===== src/rtl/mpadd_pkg.sv =====
// Shared definitions for the multi-precision add/subtract sequencer.
//   LW        : limb width of the shared adder slice (fixed at 6)
//   state_e   : sequencer states IDLE -> RUN -> DONE -> IDLE
//   idx_width : width of the limb index for a given limb count
package mpadd_pkg;

  localparam int LW = 6;

  typedef enum logic [1:0] {
    IDLE = 2'd0,
    RUN  = 2'd1,
    DONE = 2'd2
  } state_e;

  // Enough bits to hold limb numbers 0..words-1; never narrower than 1 bit.
  function automatic int idx_width(input int words);
    return (words > 1) ? $clog2(words) : 1;
  endfunction

endpackage


===== src/rtl/adder6_ci.sv =====
// 6-bit parallel-prefix (Kogge-Stone) adder with carry-in.
//   X, Y : addends
//   ci   : carry into bit 0
//   S    : sum
//   cout : carry out of bit 5
//   c5   : carry into bit 5 (XOR with cout gives signed overflow)
module adder6_ci (
  input  logic [5:0] X,
  input  logic [5:0] Y,
  input  logic       ci,
  output logic [5:0] S,
  output logic       cout,
  output logic       c5
);

  // gk[l][i] / pk[l][i]: group generate / propagate over bits
  // [i : i-2^l+1] after prefix level l. Level 3 spans all bits down to 0.
  logic [3:0][5:0] gk;
  logic [3:0][5:0] pk;
  logic [6:0]      carry;   // carry[i] = carry into bit i

  always_comb begin
    // NOTE: every variable of this block gets a value before any branch
    // or loop, so no path can leave one unassigned and infer a latch.
    gk    = '0;
    pk    = '0;
    carry = '0;

    gk[0] = X & Y;
    pk[0] = X ^ Y;

    for (int lvl = 1; lvl < 4; lvl++) begin
      for (int i = 0; i < (1 << (lvl - 1)); i++) begin
        gk[lvl][i] = gk[lvl-1][i];
        pk[lvl][i] = pk[lvl-1][i];
      end
      for (int i = (1 << (lvl - 1)); i < 6; i++) begin
        gk[lvl][i] = gk[lvl-1][i] | (pk[lvl-1][i] & gk[lvl-1][i - (1 << (lvl - 1))]);
        pk[lvl][i] = pk[lvl-1][i] & pk[lvl-1][i - (1 << (lvl - 1))];
      end
    end

    // Fold the carry-in in last: carry into bit i+1 is the prefix over
    // [i:0] with ci treated as the generate of a virtual bit -1.
    carry[0] = ci;
    for (int i = 0; i < 6; i++) begin
      carry[i+1] = gk[3][i] | (pk[3][i] & ci);
    end
  end

  assign S    = pk[0] ^ carry[5:0];
  assign cout = carry[6];
  assign c5   = carry[5];

endmodule


===== src/rtl/mpadd_seq.sv =====
// Multi-precision add/subtract sequencer. Latches two WORDS x LW-bit
// operands on start, walks them through one shared 6-bit adder slice one
// limb per cycle (least-significant first) with the carry chained in a
// register, then pulses done with the full-width result.
//   clk, rst_n : clock, asynchronous active-low reset
//   start      : request, sampled only while idle
//   sub        : 0 = A+B, 1 = A-B (latched with start)
//   A, B       : operands (latched with start)
//   busy       : high while running and in the done cycle
//   done       : one-cycle pulse, result valid
//   S          : result register
//   cout       : final carry-out (for subtract, 1 = no borrow)
//   ovf        : two's-complement overflow of the full-width operation
// WORDS must be at least 2; LW must stay at the slice width.
module mpadd_seq
  import mpadd_pkg::*;
#(
  parameter int WORDS = 4,
  parameter int LW    = mpadd_pkg::LW
) (
  input  logic                clk,
  input  logic                rst_n,
  input  logic                start,
  input  logic                sub,
  input  logic [LW*WORDS-1:0] A,
  input  logic [LW*WORDS-1:0] B,
  output logic                busy,
  output logic                done,
  output logic [LW*WORDS-1:0] S,
  output logic                cout,
  output logic                ovf
);

  localparam int N     = LW * WORDS;
  localparam int IDX_W = idx_width(WORDS);

  state_e           state;
  state_e           state_n;

  logic [N-1:0]     a_q;
  logic [N-1:0]     b_q;
  logic [N-1:0]     s_q;
  logic             sub_q;
  logic             c_q;
  logic             cout_q;
  logic             ovf_q;
  logic [IDX_W-1:0] idx;
  logic             last_limb;

  logic [LW-1:0]    slice_x;
  logic [LW-1:0]    slice_y;
  logic [LW-1:0]    slice_s;
  logic             slice_co;
  logic             slice_c5;

  assign last_limb = (idx == IDX_W'(WORDS - 1));

  // Subtraction is A + ~B + 1: B is inverted per limb and the +1 enters
  // as the initial carry (c_q is loaded with sub on start).
  assign slice_x = a_q[int'(idx)*LW +: LW];
  assign slice_y = b_q[int'(idx)*LW +: LW] ^ {LW{sub_q}};

  adder6_ci u_slice (
    .X    (slice_x),
    .Y    (slice_y),
    .ci   (c_q),
    .S    (slice_s),
    .cout (slice_co),
    .c5   (slice_c5)
  );

  // State register
  always_ff @(posedge clk or negedge rst_n) begin
    // NOTE: registers are written with non-blocking assignments so every
    // flop samples the values present before the edge, independent of
    // statement order across blocks.
    if (!rst_n) begin
      state <= IDLE;
    end else begin
      state <= state_n;
    end
  end

  // Next-state logic
  always_comb begin
    state_n = state;
    case (state)
      IDLE:    if (start)     state_n = RUN;
      RUN:     if (last_limb) state_n = DONE;
      DONE:                   state_n = IDLE;
      default:                state_n = IDLE;
    endcase
  end

  // Operand, index, carry and result registers
  always_ff @(posedge clk or negedge rst_n) begin
    // NOTE: the operand registers are reset along with the rest even though
    // they are reloaded before use; a reset mid-run then leaves no trace of
    // the aborted operation anywhere in the block.
    if (!rst_n) begin
      a_q    <= '0;
      b_q    <= '0;
      s_q    <= '0;
      sub_q  <= 1'b0;
      c_q    <= 1'b0;
      cout_q <= 1'b0;
      ovf_q  <= 1'b0;
      idx    <= '0;
    end else begin
      case (state)
        IDLE: begin
          if (start) begin
            a_q   <= A;
            b_q   <= B;
            sub_q <= sub;
            c_q   <= sub;
            idx   <= '0;
            // Cleared so a partly written result never mixes with the old one.
            s_q   <= '0;
          end
        end
        RUN: begin
          s_q[int'(idx)*LW +: LW] <= slice_s;
          c_q                     <= slice_co;
          if (last_limb) begin
            cout_q <= slice_co;
            ovf_q  <= slice_c5 ^ slice_co;
          end else begin
            idx <= idx + 1'b1;
          end
        end
        default: ;
      endcase
    end
  end

  assign busy = (state != IDLE);
  assign done = (state == DONE);
  assign S    = s_q;
  assign cout = cout_q;
  assign ovf  = ovf_q;

endmodule


===== config.mk =====
export PLATFORM = sky130hd
export DESIGN_NAME = mpadd_seq
export DESIGN_NICKNAME = d
export VERILOG_FILES = /design/src/rtl/mpadd_pkg.sv /design/src/rtl/adder6_ci.sv /design/src/rtl/mpadd_seq.sv
export SDC_FILE = /design/constraint.sdc
export NUM_CORES = 1
export LEC_CHECK = 0
export BUFFER_PORTS_ARGS = -buffer_cell sky130_fd_sc_hd__clkbuf_2
export CAP_MARGIN = 20
export CORE_ASPECT_RATIO = 1.75
export CORE_MARGIN = 3
export CORE_UTILIZATION = 45
export DETAILED_ROUTE_END_ITERATION = 10
export PLACE_DENSITY = 0.63
export SKIP_LAST_GASP = 1
export SLEW_MARGIN = 20
export SYNTH_ARGS = -nofsm -noshare
export SYNTH_HDL_FRONTEND = slang
export SYNTH_SLANG_ARGS = --single-unit

===== constraint.sdc =====
create_clock -name clk -period 3.8 [get_ports clk]
set_input_delay 0.38 -clock clk [delete_from_list [all_inputs] [get_ports clk]]
set_output_delay 0.38 -clock clk [all_outputs]
set_load 0.02 [all_outputs]

==> results of run 1 <==
-- synthesized netlist by cell type (2+ instances only) --
| cell | number |
|---|---|
| a21oi_1 | 10 |
| xor2_1 | 8 |
| o22ai_1 | 2 |
| nor2b_1 | 3 |
| a22o_1 | 10 |
| nor2_1 | 14 |
| mux4_1 | 5 |
| inv_1 | 11 |
| a221o_1 | 2 |
| xnor2_1 | 4 |
| nand2b_1 | 3 |
| buf_1 | 2 |
| dfrtp_1 | 80 |
| o21ai_0 | 13 |
| o221ai_1 | 3 |
| mux4_2 | 7 |
| buf_2 | 7 |
| or3_1 | 3 |
| nor3b_1 | 2 |
| mux2_2 | 49 |
| ha_1 | 12 |
| a21o_1 | 7 |
| nor3_1 | 2 |
| nand3_1 | 4 |
| clkbuf_1 | 6 |
| nand2_1 | 31 |
-- per-stage QoR --
step | hold slack (ns) | std cells | worst slack, ns
final | 0.198 | 526 | 0.530
after floorplan | 0.0844 | 326 | 0.991
after global routing | 0.271 | 526 | 0.329
after detailed placement | 0.471 | 510 | 0.548
after CTS | 0.253 | 526 | 0.531
after global placement | 0.469 | 510 | 0.633
-- critical path, cell delays in order, from the launching register on --
cell	delay [ns]
dfrtp_1	0.61
buf_4	0.37
mux4_2	0.54
ha_1	0.35
a21oi_1	0.30
o21ai_2	0.18
a21oi_1	0.21
xnor2_1	0.21
a221o_1	0.37
-- area by class of cell --
class | count | area (um2) | area share, %
clock inverters | 5 | 78.8 | 1.61
repair buffers | 83 | 428 | 8.76
well taps | 117 | 146 | 3.00
multi-input cells | 218 | 1940 | 39.6
inverters | 12 | 50.0 | 1.02
flip-flops and latches | 80 | 2000 | 41.0
clock buffers | 11 | 243 | 4.97
-- kinds of logic after synthesis --
| kind of cell | after synthesis | synth area share, % |
|---|---|---|
| muxes | 62 | 21.0 |
| adders and majority gates | 13 | 4.19 |
| AOI/OAI and AO/OA | 60 | 11.3 |
| buffers and inverters | 28 | 3.12 |
| and+or+nand+nor | 71 | 8.45 |
| DFF | 80 | 49.4 |
| xor gates and xnor gates | 12 | 2.59 |
-- worst min path at each step --
stage	endpoint	start	depth (start not counted)
finish	b_q[4]	rst_n	1
floorplan	S[0]	rst_n	0
global route	b_q[4]	B[4]	2
CTS	b_q[4]	rst_n	1
detailed placement	S[7]	S[7]	2
global placement	S[7]	S[7]	2
-- routing by layer --
metal / global-route usage (%) / part of all wire, % / up-vias
met5: 0 / 0 / -
met4: 10.7 / 3.7 / 0
met3: 3.57 / 4.1 / 23
met2: 33.3 / 55 / 92
met1: 20.8 / 37 / 1380
li1: - / - / 1349
-- registers in the layout (all words and copies together), names as in the netlist --
| register | flops |
|---|---|
| ovf | 1 |
| sub_q | 1 |
| b_q | 24 |
| cout | 1 |
| idx | 2 |
| a_q | 24 |
| state | 2 |
| S | 24 |
| c_q | 1 |
==> flow_summary.toml, run 1 <==
[layout]
most-common-layout-cells = "dfrtp_1 (80), clkbuf_2 (78), mux2_2 (49)"
area_growth_pct = 20.4
drive_gt1_share_pct = 39.9
nets = 469
final_area_um2 = 4880
fillerInstances = 784
final_common_cell = "dfrtp_1"
antennaDiodeCount = 0
post-route-util_pct = 56.0

[logic_synthesis]
synth-edff-count = 0
synth_top_area_share_pct = 49.4
async_flop_share_pct = 100
synth.cell_area_um2 = 4060
synth.area.top_cells = "dfrtp_1 (49%), mux2_2 (14%), mux4_2 (3.9%), ha_1 (3.7%), mux4_1 (3.2%)"
yosysUniqueCellTypes = 52
syn_nets = 391
seq_area_frac_synth_pct = 49.4
ys.flop_type = "dfrtp_1"
postSynthAreaPerCell_um2 = 12.4
syn_inst = 326
ys.warnings.count = 0
synth-seq-cells = 80
yosysTopAreaCell = "dfrtp_1"

[clocking]
cts_buffer_depth = 2
clk_pin_slew_worst_paths_ns = 0.06
cts_sinks = 80
hold_buffers = 0
cts_root_buf = "clkbuf_16"
h-tree-depth = 3
cts_tree = "yes"
cts-resized-gates = 0
clock_latency_ns = 0.34
post_cts_buffers = 0
numCtsBuffers = 9

[timing]
slew_headroom_pct = 34.0
fmax_mhz = 306
finalWorstPathRequiredPeriod_ns = 3.27
finalSetupViolCount = 0
tightest_slew_ns = 0.990
skew_ns = 0.00613
timing.final.crit_share_pct = 86.0
rsz0062_at_grt = "no"
hold_viol = 0
drv_slew = 0
finalSetupTns_ns = 0

[global_routing]
antenna_found_initial = 0
grt_pass1_vias = 3042
grt_pass1_wl_um = 14900
overflow = 0
grt_max_degree = 81
globalRouteTotalUtil_pct = 18.9

[worst_setup_path]
timing.rr.start = "idx[0]"
path_class = "register to register"
rrSetupSlack_ns = 0.53
crit_start = "idx[0]"
cp_data_arrival_time_ns = 3.49
path_max_fanout = 19
startpoint_type = "register"
critPathCaptureType = "register"
endpoint = "S[4]"
worst-endpoint-required_ns = 4.02
r2r-end = "S[4]"
reg2reg_depth = 8

[routing]
drc = 0
drt-vias-per-instance = 5.41
via_count = 2844
routed_wl_um = 8980
drt-wirelength-per-cell_um = 17.1
first_pass_iters = 4
ant_nets = 0
drtIter0Drc = 228

[placement]
gp_congestion = 0.844
port-buffer-count = 79
hpwlAfterDp_um = 6870
place_area_um2 = 4560

[status]
run_status = "finished, final reports clean"

[die]
start_util_pct = 46.5
pin_count = 80
dieArea_um2 = 10200
core_um2 = 8730
dieWidth_um = 77.8
die_y_um = 132
rows = 45

[min_path]
hold_path.class = "input pin to asynchronous set/reset pin"

[run]
drv_cap = 0
Power of run 1 is left out: the tool's default activity adds up to more than one toggle a clock period on the data nets, which glitch-free logic cannot reach.
==> run 2, diff against run 1 <==
CORE_ASPECT_RATIO = unset   (was 1.75)
==> run 2 against run 1 <==
Count of clock-buffer cells in the layout decreased by 1. Maximum frequency increased by 3.4%. Register-to-register slack improved by 0.11 ns. Flip-flop and latch count unchanged. Critical endpoint is now S[19]. Largest cell class unchanged. Worst hold slack improved by 0.053 ns. Worst setup slack improved by 0.11 ns.
==> flow_summary.toml, run 2 (synthesis gave the netlist of run 1 again) <==
[worst_setup_path]
critPathTopFamily = "flip-flops"
worst-endpoint-required_ns = 4.09
cp_data_arrival_time_ns = 3.46
cp_num_buf_inv = 1
crit_cells = 8
reg2reg_depth = 8
cpPeakStageDelay_ns = 0.59
endpoint = "S[19]"
path_common_cell = "xor2_1"
path_class = "register to register"
timing.rr.start = "idx[0]"
path_max_fanout = 8
r2r-end = "S[19]"
startpoint_type = "register"
crit_start = "idx[0]"
cp_cell_sequence = "mux4_2 > xor2_1 > inv_1 > fa_1 > xor2_1 > or4_4 > a2111oi_4 > a221o_1"
critPathCaptureType = "register"
slowest_stage = "dfrtp_1"
rrSetupSlack_ns = 0.64

[global_routing]
grt_max_degree = 81
antenna_found_initial = 0
overflow = 0
grt_pass1_vias = 2905
globalRouteTotalUtil_pct = 18.1
use_met1_pct = 24.6
grt_busiest_layer = "met2"
grt_pass1_wl_um = 14400
use_met2_pct = 28.2
use_met3_pct = 4.22

[timing]
finalSetupTns_ns = 0
worst_hold_slack_ns = 0.251
slew_headroom_pct = 58.0
fmax_mhz = 316
hold_viol = 0
skew_ns = 0.00784
drv_slew = 0
tightest_slew_ns = 0.629
finalSetupViolCount = 0
rsz0062_at_grt = "no"
finalWorstPathRequiredPeriod_ns = 3.16
timing.final.crit_share_pct = 83.3

[clocking]
cts-resized-gates = 0
post_cts_buffers = 0
numCtsBuffers = 9
cts_root_buf = "clkbuf_8"
h-tree-depth = 3
cts_tree = "yes"
clk_pin_slew_worst_paths_ns = 0.08
cts_buffer_depth = 2
hold_buffers = 0
cts_sinks = 80
clock_latency_ns = 0.35

[status]
run_status = "finished, final reports clean"

[die]
rows = 34
pin_count = 80
start_util_pct = 46.5
die_y_um = 101
dieWidth_um = 101
dieArea_um2 = 10200
core_um2 = 8720

[layout]
nets = 471
antennaDiodeCount = 0
area_growth_pct = 18.8
final_common_cell = "dfrtp_1"
fillerInstances = 778
most-common-layout-cells = "dfrtp_1 (80), clkbuf_2 (78), mux2_2 (49)"
drive_gt1_share_pct = 40.1

[routing]
via_count = 2837
drc = 0
drtIter0Drc = 82
drt-vias-per-instance = 5.47
ant_nets = 0
drt-wirelength-per-cell_um = 16.6
routed_wl_um = 8630
first_pass_iters = 4

[placement]
gp_congestion = 0.852
port-buffer-count = 79
hpwlAfterDp_um = 6410

[min_path]
hold_path.class = "input pin to register"

[run]
drv_cap = 0
[run 2: changes by cell type in the layout (fill, tap and decap cells not counted), sizes merged]
| cell | delta |
|---|---|
| buf | +1 |
| clkbuf | -1 |
| clkinv | +1 |
| dlygate4sd3 | +1 |
[run 2: worst min path at each step]
| stage | from | end | cells past startpoint |
|---|---|---|---|
| floorplan | rst_n | S[0] | 0 |
| global placement | S[15] | S[15] | 2 |
| detailed placement | cout | cout | 2 |
| CTS | rst_n | S[14] | 1 |
| global route | B[6] | b_q[6] | 2 |
| finish | B[6] | b_q[6] | 2 |
[run 2: final cells by class]
type                    count  area [um2]  share of cell area, %
flip-flops and latches     80        2000                   41.6
multi-input cells         218        1940                   40.2
repair buffers             85         465                   9.66
clock buffers              10         138                   2.86
well taps                 108         135                   2.81
clock inverters             6        91.3                   1.90
inverters                  12        50.0                   1.04
[run 2: routing by layer]
metal | share of wire [%] | routed length (um)
met1 | 46 | 4000
met5 | 0 | 0
met4 | 1.8 | 153
met3 | 5.4 | 470
met2 | 46 | 4000
[run 2: metrics by stage]
stage / cells / cell area, um2 / setup slack, ns / utilization (%)
finish: 519 / 4820 / 0.636 / 55.2
floorplan: 326 / 4060 / 0.991 / -
detailed placement: 501 / 4550 / 0.637 / 52.2
CTS: 517 / 4780 / 0.596 / 54.8
global placement: 501 / 4550 / 0.686 / 52.2
global route: 519 / 4820 / 0.487 / 55.2
Power of run 2 is left out for the same reason.
==> run 3, diff against run 2 <==
PLACE_DENSITY = 0.66   (was 0.63)
clock period = 2.9 ns   (was 3.8 ns; I/O delays follow)
==> run 3 against run 2 <==
Clock skew up 0.0022 ns. Wire length up 4.8%. Highest routed layer unchanged. Core utilization up 1.9 points. Final area rose by 3.5%. Die area stayed put. Critical path depth unchanged. Register-to-register slack got worse by 0.54 ns. First-iteration DRC count up 66%.
==> flow_summary.toml, run 3 (synthesis gave the netlist of run 1 again) <==
[status]
run_status = "finished, final reports clean"

[die]
dieWidth_um = 101
die_y_um = 101
start_util_pct = 46.5
core_um2 = 8720
rows = 34
dieArea_um2 = 10200
pin_count = 80

[placement]
hpwlAfterDp_um = 6790
gp_congestion = 0.851
port-buffer-count = 79

[timing]
hold_viol = 0
finalSetupTns_ns = 0
fmax_mhz = 356
slew_headroom_pct = 65.9
drv_slew = 0
skew_ns = 0.0100
finalSetupViolCount = 0
tightest_slew_ns = 0.508
finalWorstPathRequiredPeriod_ns = 2.81
timing.final.crit_share_pct = 96.8
rsz0062_at_grt = "yes"

[worst_setup_path]
startpoint_type = "register"
path_max_fanout = 6
worst-endpoint-required_ns = 3.19
path_class = "register to register"
cp_data_arrival_time_ns = 3.10
critPathCaptureType = "register"

[layout]
drive_gt1_share_pct = 44.4
antennaDiodeCount = 0
most-common-layout-cells = "dfrtp_1 (79), clkbuf_2 (78), mux2_2 (49)"
area_growth_pct = 22.9
final_common_cell = "dfrtp_1"
nets = 483
post-route-util_pct = 57.2

[routing]
drtIter0Drc = 136
drc = 0
ant_nets = 0
first_pass_iters = 4
drt-vias-per-instance = 5.42
routed_wl_um = 9050
drt-wirelength-per-cell_um = 17.0
via_count = 2878

[global_routing]
antenna_found_initial = 0
grt_busiest_layer = "met2"
grt_pass1_wl_um = 15000
grt_max_degree = 81
globalRouteTotalUtil_pct = 18.8
overflow = 0
use_met1_pct = 25.2
grt_pass1_vias = 2986
use_met2_pct = 30.3
use_met3_pct = 4.78

[clocking]
clock_latency_ns = 0.36
cts_buffer_depth = 2
cts_root_buf = "clkbuf_8"
cts_sinks = 80
cts_tree = "yes"
h-tree-depth = 3
numCtsBuffers = 9
clk_pin_slew_worst_paths_ns = 0.08
post_cts_buffers = 0

[min_path]
hold_path.class = "input pin to register"

[run]
drv_cap = 0
-- run 3: cell count changes in the layout (fill, tap and decap cells not counted), moves of 2 or more --
cell     change
a21oi_2      +2
xnor2_1      -2
a21oi_1      -2
xor2_2       +2
xor2_1       -2
buf_4       +11
xnor2_2      +2
-- run 3: layer usage --
layer  up-vias  part of all wire [%]
met1      1410                    45
met4         0                   1.1
met3        10                   5.7
li1       1372                     -
met2        86                    48
met5         -                     0
-- run 3: critical path, cell delays in order, from the launching register on --
cell	delay (ns)
dfrtp_2	0.45
mux4_2	0.54
xor2_2	0.17
inv_1	0.08
fa_1	0.37
xor2_1	0.17
or4_4	0.44
a2111oi_4	0.35
a221o_1	0.18
-- run 3: through the flow --
stage / hold slack (ns) / instance area, um2 / setup WS [ns] / instances
2_1_floorplan: -0.00559 / 4060 / 0.0906 / 326
3_3_place_gp: 0.465 / 4650 / 0.0472 / 513
3_5_place_dp: 0.478 / 4650 / -0.00838 / 513
4_1_cts: 0.134 / 4900 / 0.0375 / 529
5_1_grt: 0.144 / 4990 / -0.0600 / 531
6_report: 0.161 / 4990 / 0.0927 / 531
-- run 3: final timing paths --
path	start	end	slack, ns	cells after the start
setup / recovery	idx[0]	S[19]	0.09	8
setup reg to reg	idx[0]	S[19]	0.09	8
hold reg to reg	cout	cout	0.49	2
max in group asynchronous	rst_n	idx[0]	1.91	3
hold / removal	B[3]	b_q[3]	0.16	2
min in group asynchronous	rst_n	S[6]	0.40	2
-- run 3: repair_timing --
action                     CTS  global route
hold endpoints to repair     0            29
pin swaps                    0             0
resized for setup            1            11
setup endpoints to repair    4            14
cloned                       0             0
hold buffers                 0             1
-- run 3: layout make-up --
class | instances | area [um2]
fillers | 750 | 3730
well taps | 108 | 135
inverters | 12 | 50.0
repair buffers | 97 | 568
flip-flops and latches | 80 | 2000
multi-input cells | 218 | 1990
clock buffers | 9 | 124
clock inverters | 7 | 118
Power of run 3 is left out for the same reason.
